`config.mk`:
```
export PLATFORM = sky130hd
export DESIGN_NAME = spi_slave_flat
export DESIGN_NICKNAME = d
export VERILOG_FILES = /design/src/rtl/spi_pkg.sv /design/src/rtl/spi_slave_if.sv /design/src/rtl/spi_sync.sv /design/src/rtl/spi_slave.sv /design/src/flat_wrapper.sv
export SDC_FILE = /design/constraint.sdc
export NUM_CORES = 1
export LEC_CHECK = 0
export CORE_MARGIN = 1
export CORE_UTILIZATION = 55
export DETAILED_ROUTE_END_ITERATION = 6
export HOLD_SLACK_MARGIN = 0.1
export PLACE_DENSITY = 0.85
export SLEW_MARGIN = 20
export SYNTH_ARGS = -nofsm -noshare
export SYNTH_HDL_FRONTEND = slang
export SYNTH_HIERARCHICAL = 1
export SYNTH_SLANG_ARGS = --single-unit
export TNS_END_PERCENT = 10
```
`constraint.sdc`:
```
create_clock -name clk -period 3.25 [get_ports clk]
set_input_delay 0.65 -clock clk [delete_from_list [all_inputs] [get_ports clk]]
set_output_delay 0.65 -clock clk [all_outputs]
set_load 0.05 [all_outputs]
```
`src/rtl/spi_pkg.sv`:
```
// Shared SPI definitions: frame-state encoding and word-size constants.
// Used by both the SPI master and slave blocks.
package spi_pkg;

  localparam int SPI_MAX_BITS = 32;
  localparam int SPI_LEN_W    = $clog2(SPI_MAX_BITS);

  typedef enum logic [1:0] {
    IDLE,
    SHIFT,
    HOLD,
    END
  } spi_state_t;

endpackage

```
`src/rtl/spi_slave_if.sv`:
```
// SPI pin bundle between a master and a slave.
// miso_oe lets the slave release a shared miso line between frames.
interface spi_slave_if;

  logic sck;
  logic cs;
  logic mosi;
  logic miso;
  logic miso_oe;

  modport master (output sck, output cs, output mosi, input miso, input miso_oe);
  modport slave  (input sck, input cs, input mosi, output miso, output miso_oe);

endinterface

```
`src/rtl/spi_sync.sv`:
```
// Multi-bit flop synchronizer with a per-bit reset value.
// Each bit is synchronized independently; DEPTH must be at least 2.
module spi_sync #(
  parameter int WIDTH = 1,
  parameter int DEPTH = 2
) (
  input  logic             clk,
  input  logic             rst,
  input  logic [WIDTH-1:0] rst_val,
  input  logic [WIDTH-1:0] d,
  output logic [WIDTH-1:0] q
);

  logic [DEPTH-1:0][WIDTH-1:0] stage;

  // NOTE: non-blocking assignments so each stage takes the previous stage's old value.
  always_ff @(posedge clk) begin
    if (rst) begin
      stage <= {DEPTH{rst_val}};
    end else begin
      stage <= {stage[DEPTH-2:0], d};
    end
  end

  assign q = stage[DEPTH-1];

endmodule

```
`src/rtl/spi_slave.sv`:
```
// SPI slave, CPHA=0 style with selectable CPOL: samples mosi on the leading
// sck edge, changes miso on the trailing edge; frame length 1..31 bits.
module spi_slave
  import spi_pkg::*;
#(
  parameter int SYNC_STAGES = 2
) (
  input  logic                    clk,
  input  logic                    rst,
  spi_slave_if.slave              spi,
  input  logic                    mode,
  input  logic [SPI_LEN_W-1:0]    len,
  input  logic [SPI_MAX_BITS-1:0] tx_data,
  output logic [SPI_MAX_BITS-1:0] rx_data,
  output logic                    valid,
  output logic                    busy,
  output logic                    frame_err
);

  logic [2:0] sync_q;
  logic       s_sck, s_cs, s_mosi;
  logic       sck_prev, cs_prev;
  logic [SYNC_STAGES:0] fill;
  logic       armed;
  logic       cs_fall, cs_rise, sck_lead, sck_trail;

  spi_state_t state_q, state_d;
  logic [SPI_LEN_W-1:0]    len_q;
  logic [SPI_LEN_W-1:0]    cnt_q;
  logic [SPI_MAX_BITS-1:0] rx_sh;
  logic [SPI_MAX_BITS-1:0] tx_sh;
  logic [SPI_LEN_W:0]      tx_shamt;

  spi_sync #(
    .WIDTH(3),
    .DEPTH(SYNC_STAGES)
  ) u_sync (
    .clk    (clk),
    .rst    (rst),
    .rst_val({mode, 1'b1, 1'b0}),
    .d      ({spi.sck, spi.cs, spi.mosi}),
    .q      (sync_q)
  );

  assign {s_sck, s_cs, s_mosi} = sync_q;

  // fill marks when the synchronizer holds real pin samples rather than reset
  // values; armed then requires cs to be seen high before a frame may start.
  always_ff @(posedge clk) begin
    if (rst) begin
      sck_prev <= mode;
      cs_prev  <= 1'b1;
      fill     <= '0;
      armed    <= 1'b0;
    end else begin
      sck_prev <= s_sck;
      cs_prev  <= s_cs;
      fill     <= {fill[SYNC_STAGES-1:0], 1'b1};
      if (fill[SYNC_STAGES] && s_cs) armed <= 1'b1;
    end
  end

  assign cs_fall   = armed & cs_prev & ~s_cs;
  assign cs_rise   = ~cs_prev & s_cs;
  assign sck_lead  = mode ? (sck_prev & ~s_sck) : (~sck_prev & s_sck);
  assign sck_trail = mode ? (~sck_prev & s_sck) : (sck_prev & ~s_sck);

  always_ff @(posedge clk) begin
    if (rst) state_q <= IDLE;
    else     state_q <= state_d;
  end

  // NOTE: state_d gets a default first so no path through the case leaves it unassigned.
  always_comb begin
    state_d = state_q;
    unique case (state_q)
      IDLE:    if (cs_fall) state_d = SHIFT;
      SHIFT: begin
        if (cs_rise)             state_d = END;
        else if (cnt_q == len_q) state_d = HOLD;
      end
      HOLD:    if (cs_rise) state_d = END;
      END:     state_d = IDLE;
      default: state_d = IDLE;
    endcase
  end

  // Left-justify the response so its MSB sits at bit 31; len 0 shifts it out entirely.
  assign tx_shamt = (SPI_LEN_W+1)'(SPI_MAX_BITS) - {1'b0, len};

  always_ff @(posedge clk) begin
    if (rst) begin
      len_q     <= '0;
      cnt_q     <= '0;
      rx_sh     <= '0;
      tx_sh     <= '0;
      rx_data   <= '0;
      valid     <= 1'b0;
      frame_err <= 1'b0;
    end else begin
      valid     <= 1'b0;
      frame_err <= 1'b0;
      unique case (state_q)
        IDLE: begin
          if (cs_fall) begin
            len_q <= len;
            cnt_q <= '0;
            rx_sh <= '0;
            tx_sh <= tx_data << tx_shamt;
          end
        end
        SHIFT: begin
          // A cs rising edge takes priority over any sck edge in the same cycle.
          if (!cs_rise) begin
            if (sck_lead && (cnt_q != len_q)) begin
              rx_sh <= {rx_sh[SPI_MAX_BITS-2:0], s_mosi};
              cnt_q <= cnt_q + 1'b1;
            end else if (sck_trail) begin
              tx_sh <= tx_sh << 1;
            end
          end
        end
        END: begin
          if ((cnt_q == len_q) && (len_q != '0)) begin
            rx_data <= rx_sh;
            valid   <= 1'b1;
          end else begin
            frame_err <= 1'b1;
          end
        end
        default: ;
      endcase
    end
  end

  always_comb begin
    busy        = (state_q == SHIFT) || (state_q == HOLD);
    spi.miso_oe = busy;
    spi.miso    = (state_q == SHIFT) ? tx_sh[SPI_MAX_BITS-1] : 1'b0;
  end

endmodule

```
`src/flat_wrapper.sv`:
```
// flat-port wrapper written by rule: the top's interface ports become plain ports
module spi_slave_flat import spi_pkg::*;
#(
  parameter int SYNC_STAGES = 2
)
  (clk, rst, mode, len, tx_data, rx_data, valid, busy, frame_err, spi_sck, spi_cs, spi_mosi, spi_miso, spi_miso_oe);
  spi_slave_if spi_i ();
  input  logic clk;
  input  logic rst;
  input  logic mode;
  input  logic [SPI_LEN_W-1:0] len;
  input  logic [SPI_MAX_BITS-1:0] tx_data;
  output logic [SPI_MAX_BITS-1:0] rx_data;
  output logic valid;
  output logic busy;
  output logic frame_err;
  input wire logic [$bits(spi_i.sck)-1:0] spi_sck;
  input wire logic [$bits(spi_i.cs)-1:0] spi_cs;
  input wire logic [$bits(spi_i.mosi)-1:0] spi_mosi;
  output wire logic [$bits(spi_i.miso)-1:0] spi_miso;
  output wire logic [$bits(spi_i.miso_oe)-1:0] spi_miso_oe;
  assign spi_i.sck = spi_sck;
  assign spi_i.cs = spi_cs;
  assign spi_i.mosi = spi_mosi;
  assign spi_miso = spi_i.miso;
  assign spi_miso_oe = spi_i.miso_oe;
  spi_slave #(.SYNC_STAGES(SYNC_STAGES)) u_core (.clk(clk), .rst(rst), .spi(spi_i), .mode(mode), .len(len), .tx_data(tx_data), .rx_data(rx_data), .valid(valid), .busy(busy), .frame_err(frame_err));
endmodule
```
==> impl_metrics.csv, run 1 <==
group,metric,value,unit
drt,met2WireLength,8.42,mm
critical_path,crit_path_start_kind,"flip-flop",
logic_synthesis,synthTopCellsByCount,"dfxtp_1, nor2_1, mux2i_1, nand2_1, and2_1",
logic_synthesis,async_flop_share,0,%
critical_path,crit_type,"flip-flop to flip-flop",
worst_hold_path,hold_start,"u_core/fill[0]",
logic_synthesis,synthAdderAreaFrac,1.11,%
critical_path,startpoint,"u_core/state_q[0]",
logic_synthesis,ys_seq_area_share,36.0,%
floorplan,fp.coreArea,12000,µm²
floorplan,rows,40,
logic_synthesis,synth_top_family_by_area,"multiplexers",
sta,tns,0,ps
power_and_ir_drop,peakVddDrop,0.000388,V
power_and_ir_drop,power_leakage,3.42,nW
grt,antenna_found_initial,0,
floorplan,num_io_pins,80,
clock_tree,clk-insertion-delay-late,410,ps
clock_tree,cts_buffer_depth,2,
worst_hold_path,hold_path_class,"flip-flop to flip-flop",
logic_synthesis,synth_xor_xnor_area_share,2.08,%
critical_path,worst_setup_path_end_kind,"flip-flop",
power_and_ir_drop,powerDensity,507,nW/µm²
grt,grt_max_degree,95,
grt,grt_overflow_total,0,
drt,antenna_left,0,
logic_synthesis,synth-compound-area-share,12.2,%
placement,dpl.cell_count,932,
logic_synthesis,netlist_area,6790,µm²
logic_synthesis,synth_top_area_share,36.0,%
final_layout,final_cells,964,
sta,rsz0062_at_grt,"no",
logic_synthesis,syn_area_per_cell,9.15,µm²
grt,track_usage,27.8,%
drt,drc,0,
logic_synthesis,synth_edf_count,0,
clock_tree,numCtsBuffers,17,
drt,wl_met3,1.01,mm
job,drv_cap,0,
final_layout,n_antenna_cell,0,
drt,wire_per_inst,17.6,µm
drt,vias_per_cell,6.02,
clock_tree,cts_hold_buffers,0,
floorplan,initial_utilization,56.5,%
final_layout,num-fill-cells,871,
clock_tree,cts_resized,0,
clock_tree,cts_tree,"done",
drt,wirelength,17.0,mm
critical_path,critical_path.max_fanout,28,
critical_path,r2r_start,"u_core/state_q[0]",
final_layout,area_growth,22.3,%
placement,dpl.hpwl,11.8,mm
clock_tree,ctsHtreeMaxLevel,4,
floorplan,die_area,12800,µm²
sta,finalSetupViolations,0,
logic_synthesis,synth.mux.area_fraction,23.8,%
floorplan,fp.dieH,113,µm
sta,tightest_slew,958,ps
drt,first_pass_iters,5,
drt,top_layer,"met4",
outcome,status,"finished, final reports clean",
clock_tree,clk_pin_slew,50,ps
logic_synthesis,synth-simple-area-share,19.0,%
clock_tree,ctsRootBufferMaster,"clkbuf_16",
clock_tree,cts_setup_buffers,0,
placement,gp_congestion,0.905,
sta,maxSlewHeadroom,36.2,%
grt,grt_pass1_vias,5667,
logic_synthesis,yosysTopAreaCell,"dfxtp_1",
sta,slew_violations,0,
grt,grt_pass1_wl,27.9,mm
clock_tree,cts_num_sinks,122,
logic_synthesis,synthTopCellsByArea,"dfxtp_1, mux2i_1, nor2_1, mux4_2, nand2_1",
final_layout,final_core_util,69.1,%
drt,dr.first_iter.drc_count,432,
floorplan,die_w,113,µm
drt,vias,5801,
sta,finalCritPeriodShare,85.5,%
logic_synthesis,synth-main-ff-cell,"dfxtp_1",
placement,port_buffers,79,
logic_synthesis,ys_ff_latch,122,
sta,fmax,0.360,GHz
drt,drt-met1-wl,7.23,mm
final_layout,nNetsFinal,853,
logic_synthesis,yosysUniqueCellTypes,63,
sta,period_minus_slack,2780,ps
logic_synthesis,synth_cells,742,
sta,fin_skew,6.71,ps
final_layout,drive_gt1_share,14.0,%
sta,hold_viol,0,
logic_synthesis,yosysMostFrequentCell,"dfxtp_1",
logic_synthesis,ys.warnings.count,6,
critical_path,crit_required,3560,ps
critical_path,cp.arrival,3090,ps
==> through the flow <==
stage | setup slack [ps] | hold slack [ps] | cell area, µm² | total power, mW
6_report | 471 | 453 | 8300 | 4.21
5_1_grt | 211 | 464 | 8300 | 4.35
4_1_cts | 485 | 456 | 8300 | 4.23
3_3_place_gp | 233 | 419 | 7650 | 2.18
2_1_floorplan | 272 | 414 | 6800 | 2.00
3_5_place_dp | 221 | 440 | 7650 | 2.19
==> state kept, by name, summed over array words and instances (netlist names), 2 cells and up <==
| name | count |
|---|---|
| u_core/u_sync/q | 3 |
| u_core/cnt_q | 5 |
| u_core/state_q | 2 |
| u_core/len_q | 5 |
| u_core/rx_data | 32 |
| u_core/rx_sh | 32 |
| u_core/tx_sh | 32 |
| u_core/fill | 3 |
| u_core/u_sync/stage | 3 |
==> metal layers <==
layer	up-vias	track usage, %
met5	-	0
met4	0	10.5
met3	28	6.96
met2	232	48.0
met1	2791	33.3
li1	2750	-
==> kinds of logic (layout without fill, tap and decap cells) <==
family                   Yosys count  after routing
AND/OR/NAND/NOR                  275            275
buffers and inverters             71            144
flip-flops                       122            122
AO/OA/AOI/OAI                    125            125
multiplexers                     130            130
adder cells (fa/ha/maj)            6              6
XOR/XNOR                          11             11
other                              2              4
==> where the power goes <==
part / total (mW) / switching (mW) / internal [mW]
sequential: 1.53 / 0.0138 / 1.52
clock: 2.04 / 0.657 / 1.38
combinational: 0.635 / 0.362 / 0.272
==> worst paths after layout <==
check                    end  cells after the start  slack [ps]
max          u_core/tx_sh[3]                      7         470
min reg2reg   u_core/fill[1]                      1         450
max reg2reg  u_core/tx_sh[3]                      7         470
min           u_core/fill[1]                      1         450
==> placed cells by master (no fill, tap or decap), drive strengths merged, types with 3 or more instances in the layout <==
cell type | Yosys | routed
mux4 | 19 | 19
inv | 8 | 8
buf | 34 | 28
xor2 | 4 | 4
mux2 | 16 | 16
clkinv | 0 | 4
mux2i | 95 | 95
nor3 | 14 | 14
nand2b | 7 | 7
nor2b | 6 | 6
a31oi | 8 | 8
and2 | 38 | 38
nor3b | 3 | 3
conb | 2 | 4
clkbuf | 29 | 22
bufinv | 0 | 4
nor2 | 97 | 97
o21ai | 34 | 34
clkdlybuf4s50 | 0 | 76
dfxtp | 122 | 122
nand3 | 27 | 27
a21oi | 34 | 34
nand2 | 74 | 74
ha | 6 | 6
a221oi | 25 | 25
xnor2 | 7 | 7
o211ai | 7 | 7
a211oi | 4 | 4
==> critical path, cell delays in order, from the launching register on <==
cell and delay [ps]:
dfxtp_1 430, inv_1 110, ha_1 270, and4b_1 290, a31oi_2 390, a21o_1 770
a221oi_1 160, nor3_1 250
==> final cells by class <==
cell class	instances	area (µm²)	share of cell area (%)
Inverter	8	30.0	0.362
Clock buffer	22	494	5.95
Timing Repair Buffer	104	1000	12.1
Sequential cell	122	2440	29.4
Clock inverter	10	163	1.96
Tap cell	147	184	2.22
Multi-Input combinational cell	551	3990	48.0
Power figures use the tool's default switching activity.
==> run 2, diff against run 1 <==
Settings changed: CORE_MARGIN 1 to 2.
==> run 2 against run 1 <==
Net effect: total power shrank 3.7%; largest power group unchanged; largest cell class unchanged; critical path type is now flip-flop to output port; via count fell by 0.10%; worst hold slack worse by 9.8 ps; highest routed layer unchanged.
==> impl_metrics.csv, run 2 (synthesis gave the netlist of run 1 again) <==
group,metric,value,unit
grt,grt_pass1_wl,28.3,mm
critical_path,r2r_start,"u_core/state_q[0]",
grt,track_usage,27.2,%
critical_path,critical_path.max_fanout,6,
critical_path,cp_slowest_cell,"clkdlybuf4s50_1",
floorplan,rows,40,
clock_tree,cts_hold_buffers,0,
drt,wl_met3,1.06,mm
grt,grt_pass1_vias,5719,
drt,first_pass_iters,5,
clock_tree,cts_setup_buffers,0,
critical_path,reg2reg_depth,7,
final_layout,reg.largest.list,"u_core/rx_data (32), u_core/rx_sh (32), u_core/tx_sh (32)",
clock_tree,cts_buffer_depth,2,
clock_tree,numCtsBuffers,17,
drt,met2WireLength,8.74,mm
grt,antenna_found_initial,0,
final_layout,final_common_cell,"dfxtp_1",
sta,rsz0062_at_grt,"no",
critical_path,reg2reg_to,"u_core/tx_sh[2]",
floorplan,num_io_pins,80,
sta,maxSlewHeadroom,33.8,%
floorplan,die_area,13200,µm²
drt,drt-met1-wl,7.20,mm
critical_path,worstPathBufferInverterCount,2,
critical_path,crit_type,"flip-flop to output port",
job,drv_cap,0,
drt,antenna_left,0,
floorplan,die_w,115,µm
sta,finalSetupViolations,0,
critical_path,cpPeakStageDelay,810,ps
drt,vias,5795,
clock_tree,ctsRootBufferMaster,"clkbuf_16",
sta,fmax,0.360,GHz
floorplan,initial_utilization,56.5,%
clock_tree,cts_tree,"done",
placement,pre_cts_ws,146,ps
clock_tree,cts_num_sinks,122,
drt,drc,0,
sta,tns,0,ps
drt,dr.first_iter.drc_count,446,
sta,slew_violations,0,
worst_hold_path,hold_end,"u_core/fill[1]",
final_layout,num-fill-cells,905,
placement,port_buffers,79,
sta,finalCritPeriodShare,85.4,%
critical_path,path_cells,"inv_1 -> ha_1 -> clkdlybuf4s50_1",
grt,grt_overflow_total,0,
critical_path,cp.arrival,2130,ps
clock_tree,ctsHtreeMaxLevel,4,
outcome,status,"finished, final reports clean",
worst_hold_path,hold_path_class,"flip-flop to flip-flop",
drt,top_layer,"met4",
final_layout,nNetsFinal,849,
sta,finalWorstSetupSlack,473,ps
worst_hold_path,min_path_cells,1,
grt,grt_max_degree,95,
sta,fin_skew,16.5,ps
final_layout,layout_common_cells,"dfxtp_1, nor2_1, mux2i_1",
critical_path,crit_path_start_kind,"flip-flop",
critical_path,cp_top_family,"buffers and inverters",
power_and_ir_drop,powerDensity,493,nW/µm²
critical_path,worst_setup_path_end_kind,"output port",
drt,vias_per_cell,6.04,
floorplan,fp.coreArea,12000,µm²
worst_hold_path,hold_start,"u_core/fill[0]",
drt,wire_per_inst,18.0,µm
sta,tightest_slew,993,ps
clock_tree,clk_pin_slew,60,ps
drt,wirelength,17.3,mm
final_layout,area_growth,21.1,%
clock_tree,clk-insertion-delay-late,430,ps
power_and_ir_drop,power_leakage,3.36,nW
placement,gp_congestion,0.915,
clock_tree,cts_resized,0,
sta,period_minus_slack,2780,ps
final_layout,n_antenna_cell,0,
floorplan,fp.dieH,115,µm
critical_path,crit_required,2600,ps
sta,hold_viol,0,
placement,dpl.hpwl,11.9,mm
power_and_ir_drop,peakVddDrop,0.000437,V
final_layout,drive_gt1_share,13.4,%
critical_path,reg2reg_slack,540,ps
[run 2: changes by cell type in the layout (fill, tap and decap cells not counted), sizes merged]
cell	previous run	this run
clkbuf	22	18
buf	28	24
clkinvlp	2	3
clkinv	4	3
inv	8	14
bufinv	4	2
[run 2: per-stage QoR]
stage | hold WS, ps | utilization (%) | total power [mW] | cell area [µm²] | instances
6_report | 443 | 68.4 | 4.06 | 8220 | 960
5_1_grt | 460 | 68.4 | 4.19 | 8220 | 960
4_1_cts | 447 | 68.4 | 4.06 | 8220 | 960
3_5_place_dp | 434 | 63.5 | 2.18 | 7630 | 928
3_3_place_gp | 420 | 63.5 | 2.17 | 7630 | 928
2_1_floorplan | 414 | - | 2.00 | 6800 | 744
[run 2: how the worst max path moves through the flow]
stage / from / cells after the start / slack [ps] / end
after global routing: len[1] / 9 / 320 / u_core/tx_sh[21]
after global placement: len[1] / 9 / 220 / u_core/tx_sh[25]
after floorplan: len[0] / 13 / 270 / u_core/tx_sh[15]
after detailed placement: len[1] / 9 / 150 / u_core/tx_sh[21]
after CTS: u_core/state_q[0] / 3 / 470 / busy
final: u_core/state_q[0] / 3 / 470 / busy
[run 2: power breakdown]
part / leakage [nW] / switching, mW / internal [mW]
Sequential: 0.987 / 0.0146 / 1.52
Clock: 0.280 / 0.747 / 1.15
Combinational: 2.10 / 0.360 / 0.268
Total: 3.36 / 1.12 / 2.93
[run 2: area by class of cell]
type / count / area [µm²] / share of cell area, %
Timing Repair Buffer: 100 / 986 / 12.0
Clock inverter: 14 / 164 / 1.99
Clock buffer: 18 / 429 / 5.22
Sequential cell: 122 / 2440 / 29.7
Multi-Input combinational cell: 551 / 3990 / 48.5
Tap cell: 147 / 184 / 2.24
Inverter: 8 / 30.0 / 0.365
[run 2: routing by layer]
metal  global-route usage [%]  up-vias
li1                         -     2752
met1                     33.0     2790
met2                     47.3      226
met3                     6.43       27
met4                     9.72        0
met5                        0        -
